[src/rtl/pc_gen_pkg.sv]
// pc_gen_pkg: reset PC, FSM state encoding and target-alignment helper for pc_gen.
`default_nettype none

package pc_gen_pkg;

   localparam logic [63:0] RESET_VAL = 64'h0000_0000_8000_0000;

   typedef enum logic [1:0] {
      PCG_BOOT  = 2'd0,
      PCG_ISSUE = 2'd1,
      PCG_IDLE  = 2'd2
   } pcg_state_e;

   function automatic logic [63:0] align_tgt(input logic [63:0] tgt);
      return tgt & ~64'd3;
   endfunction

endpackage

`default_nettype wire

[src/rtl/pc_gen.sv]
// pc_gen: fetch PC generator with in-flight redirect capture and wrong-path flush.
// Optional PC_GEN_MISALIGN_CHK_EN: trap misaligned redirect targets instead of masking them.
`default_nettype none

module pc_gen
   import pc_gen_pkg::*;
#(
   parameter logic [63:0] RESET_PC   = RESET_VAL,
   parameter int          INST_BYTES = 4
) (
   input  logic        core_clk,
   input  logic        core_rst,
   input  logic        core_pc_en,
   input  logic        ifu_pc_pause,
   input  logic        branch_taken,
   input  logic [63:0] branch_pc,
   output logic [63:0] pc,
   output logic        pc_valid,
   output logic        pc_flush,
   output logic        pc_misalign
);

   pcg_state_e  state_q, state_d;
   logic [63:0] pc_q, pc_d;
   logic        pc_valid_q, pc_valid_d;
   logic        pend_vld_q, pend_vld_d;
   logic [63:0] pend_pc_q, pend_pc_d;
   logic        accept;
   logic [63:0] tgt;
   logic [63:0] pc_seq;

   assign accept = pc_valid_q & ~ifu_pc_pause;
   assign tgt    = align_tgt(branch_pc);
   assign pc_seq = pend_vld_q ? pend_pc_q : (pc_q + 64'(INST_BYTES));

`ifdef PC_GEN_MISALIGN_CHK_EN
   logic misalign_q, misalign_d;
   logic bad_tgt;
   assign bad_tgt = branch_taken & (branch_pc[1:0] != 2'b00);
`endif

   always_comb begin
      state_d    = state_q;
      pc_d       = pc_q;
      pend_vld_d = pend_vld_q;
      pend_pc_d  = pend_pc_q;
`ifdef PC_GEN_MISALIGN_CHK_EN
      misalign_d = misalign_q;
`endif
      case (state_q)
         PCG_BOOT: begin
            state_d = core_pc_en ? PCG_ISSUE : PCG_IDLE;
            if (branch_taken) pc_d = tgt;
         end
         PCG_ISSUE: begin
            if (accept) begin
               pc_d       = branch_taken ? tgt : pc_seq;
               pend_vld_d = 1'b0;
               state_d    = core_pc_en ? PCG_ISSUE : PCG_IDLE;
            end else if (branch_taken) begin
               // Fetch still outstanding: park the target, newest redirect wins.
               pend_pc_d  = tgt;
               pend_vld_d = 1'b1;
            end
         end
         PCG_IDLE: begin
            if (branch_taken) pc_d = tgt;
            if (core_pc_en) state_d = PCG_ISSUE;
         end
         default: state_d = PCG_BOOT;
      endcase
`ifdef PC_GEN_MISALIGN_CHK_EN
      // Once trapped, the offending target stays visible on pc until reset.
      if (misalign_q) begin
         state_d    = PCG_IDLE;
         pc_d       = pc_q;
         pend_vld_d = 1'b0;
      end else if (bad_tgt) begin
         misalign_d = 1'b1;
         state_d    = PCG_IDLE;
         pc_d       = branch_pc;
         pend_vld_d = 1'b0;
      end
`endif
      pc_valid_d = (state_d == PCG_ISSUE);
   end

   always_ff @(posedge core_clk) begin
      if (core_rst) begin
         state_q    <= PCG_BOOT;
         pc_q       <= RESET_PC;
         pc_valid_q <= 1'b0;
         pend_vld_q <= 1'b0;
         pend_pc_q  <= '0;
`ifdef PC_GEN_MISALIGN_CHK_EN
         misalign_q <= 1'b0;
`endif
      end else begin
         state_q    <= state_d;
         pc_q       <= pc_d;
         pc_valid_q <= pc_valid_d;
         pend_vld_q <= pend_vld_d;
         pend_pc_q  <= pend_pc_d;
`ifdef PC_GEN_MISALIGN_CHK_EN
         misalign_q <= misalign_d;
`endif
      end
   end

   assign pc       = pc_q;
   assign pc_valid = pc_valid_q;
   assign pc_flush = accept & (pend_vld_q | branch_taken);
`ifdef PC_GEN_MISALIGN_CHK_EN
   assign pc_misalign = misalign_q;
`else
   assign pc_misalign = 1'b0;
`endif

endmodule

`default_nettype wire

[config.mk]
export PLATFORM = sky130hd
export DESIGN_NAME = pc_gen
export DESIGN_NICKNAME = d
export VERILOG_FILES = /design/src/rtl/pc_gen_pkg.sv /design/src/rtl/pc_gen.sv
export SDC_FILE = /design/constraint.sdc
export NUM_CORES = 1
export LEC_CHECK = 0
export CAP_MARGIN = 30
export CORE_UTILIZATION = 50
export DETAILED_ROUTE_END_ITERATION = 10
export GPL_ROUTABILITY_DRIVEN = 0
export PLACE_DENSITY = 0.77
export SYNTH_ARGS = -nofsm -noshare
export SYNTH_HDL_FRONTEND = slang
export SYNTH_SLANG_ARGS = --single-unit
[constraint.sdc]
create_clock -name core_clk -period 3.3 [get_ports core_clk]
set_input_delay 0.66 -clock core_clk [delete_from_list [all_inputs] [get_ports core_clk]]
set_output_delay 0.66 -clock core_clk [all_outputs]
set_load 0.05 [all_outputs]
======== Word-level counts from Yosys, hierarchy flattened ========
Cells that the tools add are included.
storage, ports and cells
  input port bits ......................... 69
  flip-flop bits (word level) ............. 130
cells by class
  add/sub/neg operators ................... 1
  multiplexer cells ....................... 11
  eq/ne operators ......................... 5
  bitwise gates (word level) .............. 5
  reductions and logical operators ........ 7
operator list
  kind                                                              number
  64-bit two-way mux                                                4
  64-bit one-hot mux with 2 select lines                            1
  64-bit by 3-bit adder with 64-bit output (second input constant)  1
  2-bit two-way mux                                                 3
  2-bit one-hot mux with 3 select lines                             1
  3-bit AND reduction                                               2
  2-bit by 1-bit == test with 1-bit output (second input constant)  2
  2-bit nonzero test                                                2
  1-bit AND                                                         2
  2-bit == test (second input constant)                             1
  2-bit logical NOT                                                 1
  1-bit two-way mux                                                 2
  2-bit by 1-bit != test with 1-bit output (second input constant)  1
  2-bit != test (second input constant)                             1
  1-bit inverter                                                    2
  2-bit AND reduction                                               1
  2-bit OR reduction                                                1
  1-bit bitwise OR                                                  1

======== Depth between registers and ports, before layout ========
  depth after elaboration ................. 5
  gate-level depth with buffers ........... 9
  depth with buffers taken out ............ 7

======== Least setup slack after synthesis ========
OpenSTA, ideal clock, no wires.
  kind .................................... reg-to-reg
  start ................................... reg pc_q[2] (netlist: pc[2])
  end ..................................... reg pc_q[50] (netlist: pc[50])
  path slack .............................. 805 ps
  setup time .............................. 74 ps
  buffers on the path ..................... 1
  stages on the path, launching flop included .. 9
  data arrival time ....................... 2421 ps
  cells stage by stage .................... dfxtp_1 -> ha_1 -> nand3_1 -> nor3_1 -> and3_1 -> buf_6 -> nand4_4 -> or4_1 -> a31oi_1
on the way
  longest elaborated chain between the ends .. 5
RTL lines
  element                                   line           source
  from (decl)                               pc_gen.sv:24   logic [63:0] pc_q, pc_d;
  from (signal assigned)                    pc_gen.sv:100  pc_q <= pc_d;
  64-bit by 3-bit adder with 64-bit output  pc_gen.sv:34   assign pc_seq = pend_vld_q ? pend_pc_q : (pc_q + 64'(INST_BYTES));
  64-bit two-way mux                        pc_gen.sv:34
  64-bit two-way mux                        pc_gen.sv:57   pc_d = branch_taken ? tgt : pc_seq;
  64-bit two-way mux                        pc_gen.sv:56   if (accept) begin
  64-bit one-hot mux with 2 select lines    pc_gen.sv:50   case (state_q)
No other way between the ends. The select of a mux whose other input is x is not followed.
A chain may end at the register's enable or synchronous reset.

======== Final worst setup path ========
  start ................................... in ifu_pc_pause
  end ..................................... reg pc_q[24] (netlist: pc[24])
on the way
  longest elaborated chain between the ends .. 4
RTL lines
  element                        line          source
  from (decl)                    pc_gen.sv:14  input logic ifu_pc_pause,
  1-bit inverter                 pc_gen.sv:32  assign accept = pc_valid_q & ~ifu_pc_pause;
  1-bit AND                      pc_gen.sv:32
  2-bit != test (no line)        n/a
  3-bit AND reduction (no line)  n/a
No other way between the ends.

==> results.yml <==
floorplan:
  fp.dieArea_um2: 14500
  num_rows: 42
  coreArea_um2: 13500
  ios: 136
  start_util: 0.522
  die_width_um: 120
  dieHeight_um: 120
global_route:
  antenna_found_initial: 0
  grt_pass1_vias: 6918
  grt_usage: 0.312
  grt_overflow_total: 0
  grt_max_degree: 70
  grt_busiest_layer: "met2"
  grt_pass1_wl_mm: 35.5
  grtUsageMet1: 0.422
  met3_usage: 0.0769
  grtUsageMet2: 0.482
sta:
  setup_viol: 0
  finalCriticalPeriod_ns: 2.67
  layout_setup_ws_ns: 0.628
  timing.fmax_ghz: 0.374
  setup-tns-final_ns: 0
  slew-limit-headroom: 0.295
  maxSlewViolCount: 0
  rsz0062_at_grt: "false"
  hold_viol: 0
  fin_crit_sh: 0.810
  skew_ns: 0.00432
  tightest_slew_ns: 1.05
routing:
  drtPass1Iterations: 6
  antenna_left: 0
  wl_per_cell_um: 17.7
  post_drt_via_cell_ratio: 6.10
  via_count: 7747
  wl_mm: 22.4
  drc: 0
  drt_iter0_drc: 904
setup_path:
  worstReg2RegEnd: "pc[50]"
  worst-setup-path-type: "input port to flop"
  r2r_start: "pc[3]"
  r2r_cells: 7
  reg2reg_slack_ns: 0.64
  cp-start-kind: "input port"
  critPathArrivalTime_ns: 2.99
  required_ns: 3.62
  path_max_fanout: 21
  end_kind: "flop"
yosys:
  synthArstFlopShare: 0
  synth_cells: 985
  synthFlopType: "dfxtp_1"
  seq_area_frac_synth: 0.365
  synthAdderAreaFrac: 0.00178
  ys_top_cells_by_count: "224 x nand2_1, 152 x a21oi_1, 128 x dfxtp_1"
  syn_area_um2: 7020
  synth_compound_area_frac: 0.249
  ys_warn_count: 0
  ys_seq_elements: 128
  yosysTopAreaCell: "dfxtp_1"
  post-synth-top-area-fraction: 0.365
  synth_simple_gate_area_frac: 0.291
  synth_top_family_by_area: "simple AND/OR/NAND/NOR gates"
  synth-xor-area-share: 0.0212
  synthTopCellsByArea: "dfxtp_1 37%, nand2_1 12%, a21oi_1 11%"
  yosysMostFrequentCell: "nand2_1"
  ys_types: 62
  synth_edf_count: 0
  syn_avg_cell_area_um2: 7.12
  synth.area.mux_share: 0.0157
power:
  pwr-share-seq: 0.390
  pwr_density_cell_nw_per_um2: 498
  power_frac_comb: 0.201
  swShare: 0.303
  vdd_drop_max_uv: 368
  power_mw: 4.51
  power.internal_mw: 3.14
  clkPwrFrac: 0.409
  p_sw_mw: 1.37
  p_leak_nw: 3.18
clock_network:
  cts_resized: 0
  cts_num_sinks: 128
  cts_tree: "yes"
  cts-root-buf: "clkbuf_16"
  cts_max_level: 4
  clock_path_buffers: 2
  clk_pin_slew_ns: 0.05
  cts-hold-fix-buffers: 0
  clk_latency_ns: 0.43
  cts_inserted_buffers: 17
  post_cts_buffers: 0
final_layout:
  seqCellArea_um2: 2560
  nNetsFinal: 1151
  area_growth_pct: 29.0
  fin_area_um2: 9050
  multi_input_area_um2: 4090
  num_antenna_cells: 0
  nFillCells: 1219
  drive_above_1_share: 0.0686
min_path:
  hp-class: "flop to flop"
  holdPathStages: 2
  min_from: "pend_pc_q[58]"
  worstHoldEndpoint: "pend_pc_q[58]"
placed_design:
  pre_cts_slack_ns: 0.316
  io_buffers: 130
  place_area_um2: 8470
  hpwl_mm: 14.4
flow_run:
  drv_cap: 0
run_status:
  status: "complete, no violations"
==> critical path: stages <==
cell             delay (ns)
clkdlybuf4s50_1        0.42
nor4bb_1               0.29
buf_4                  0.19
a21oi_4                0.10
nor2_1                 0.85
o21ai_0                0.27
o32ai_1                0.21
==> area by class of cell <==
cell class / instances / share of cell area
clock buffers: 26 / 0.0585
clock inverters: 5 / 0.00553
inverters: 12 / 0.00498
multi-input cells: 763 / 0.452
flip-flops and latches: 128 / 0.283
well taps: 176 / 0.0243
repair buffers: 159 / 0.171
==> worst max path at each step <==
stage | start | endpoint | cells after the start
after floorplan | pc[2] | pc[50] | 8
after global placement | ifu_pc_pause | pc[56] | 8
after detailed placement | ifu_pc_pause | pc[56] | 8
after CTS | pc[3] | pc[50] | 7
after global routing | pc[3] | pc[50] | 7
final | ifu_pc_pause | pc[24] | 7
==> through the flow <==
stage                     hold slack (ns)  instances   util
final                               0.449       1269  0.673
after detailed placement            0.444       1238  0.630
after CTS                           0.451       1269  0.673
after global placement              0.437       1238  0.630
after floorplan                     0.432        987      -
after global routing                0.473       1269  0.673
==> kinds of logic after synthesis <==
logic type                 after synthesis
AOI/OAI and AO/OA                      297
xor gates and xnor gates                17
adders and majority gates                1
buffers and inverters                   96
DFF                                    128
muxes                                   11
other                                    1
and+or+nand+nor                        434
==> sequential cells by signal (all words and copies together), names as in the netlist <==
| register | flops |
|---|---|
| pend_pc_q | 62 |
| pc | 62 |
| pc_valid | 1 |
| state_q | 2 |
| pend_vld_q | 1 |
==> power groups by stage <==
stage	combinational, mW	sequential [mW]	clock (mW)
after global routing	0.967	1.77	1.93
after CTS	0.900	1.75	1.85
final	0.905	1.76	1.84
after global placement	0.885	1.79	0
after floorplan	0.366	1.96	0
after detailed placement	0.895	1.79	0
==> cells in the final DEF (no fill, tap or decap), types with 5 or more instances in the layout <==
cell and instances:
mux2i_1 11, a211oi_1 12, or3_1 7, clkbuf_8 7, a21oi_1 151, nor2_1 45
xor2_1 10, nand4_1 20, o211ai_1 14, buf_4 28, nand2_1 224, clkbuf_16 17
nor3_1 21, xnor2_1 7, clkdlybuf4s50_1 128, dfxtp_1 127, o21ai_0 53, a31oi_1 14
nor4_1 12, nand2b_1 6, and4_1 5, o22ai_1 7, o31ai_1 6, nand3_1 46
and3_1 23, inv_1 12
==> layer usage <==
metal / routed length, um / vias to the layer above / share of wire
li1: - / 3709 / -
met1: 9600 / 3597 / 0.43
met2: 10000 / 397 / 0.45
met3: 2280 / 44 / 0.10
met4: 481 / 0 / 0.021
met5: 0 / - / 0
(Power assumes the default switching activity.)
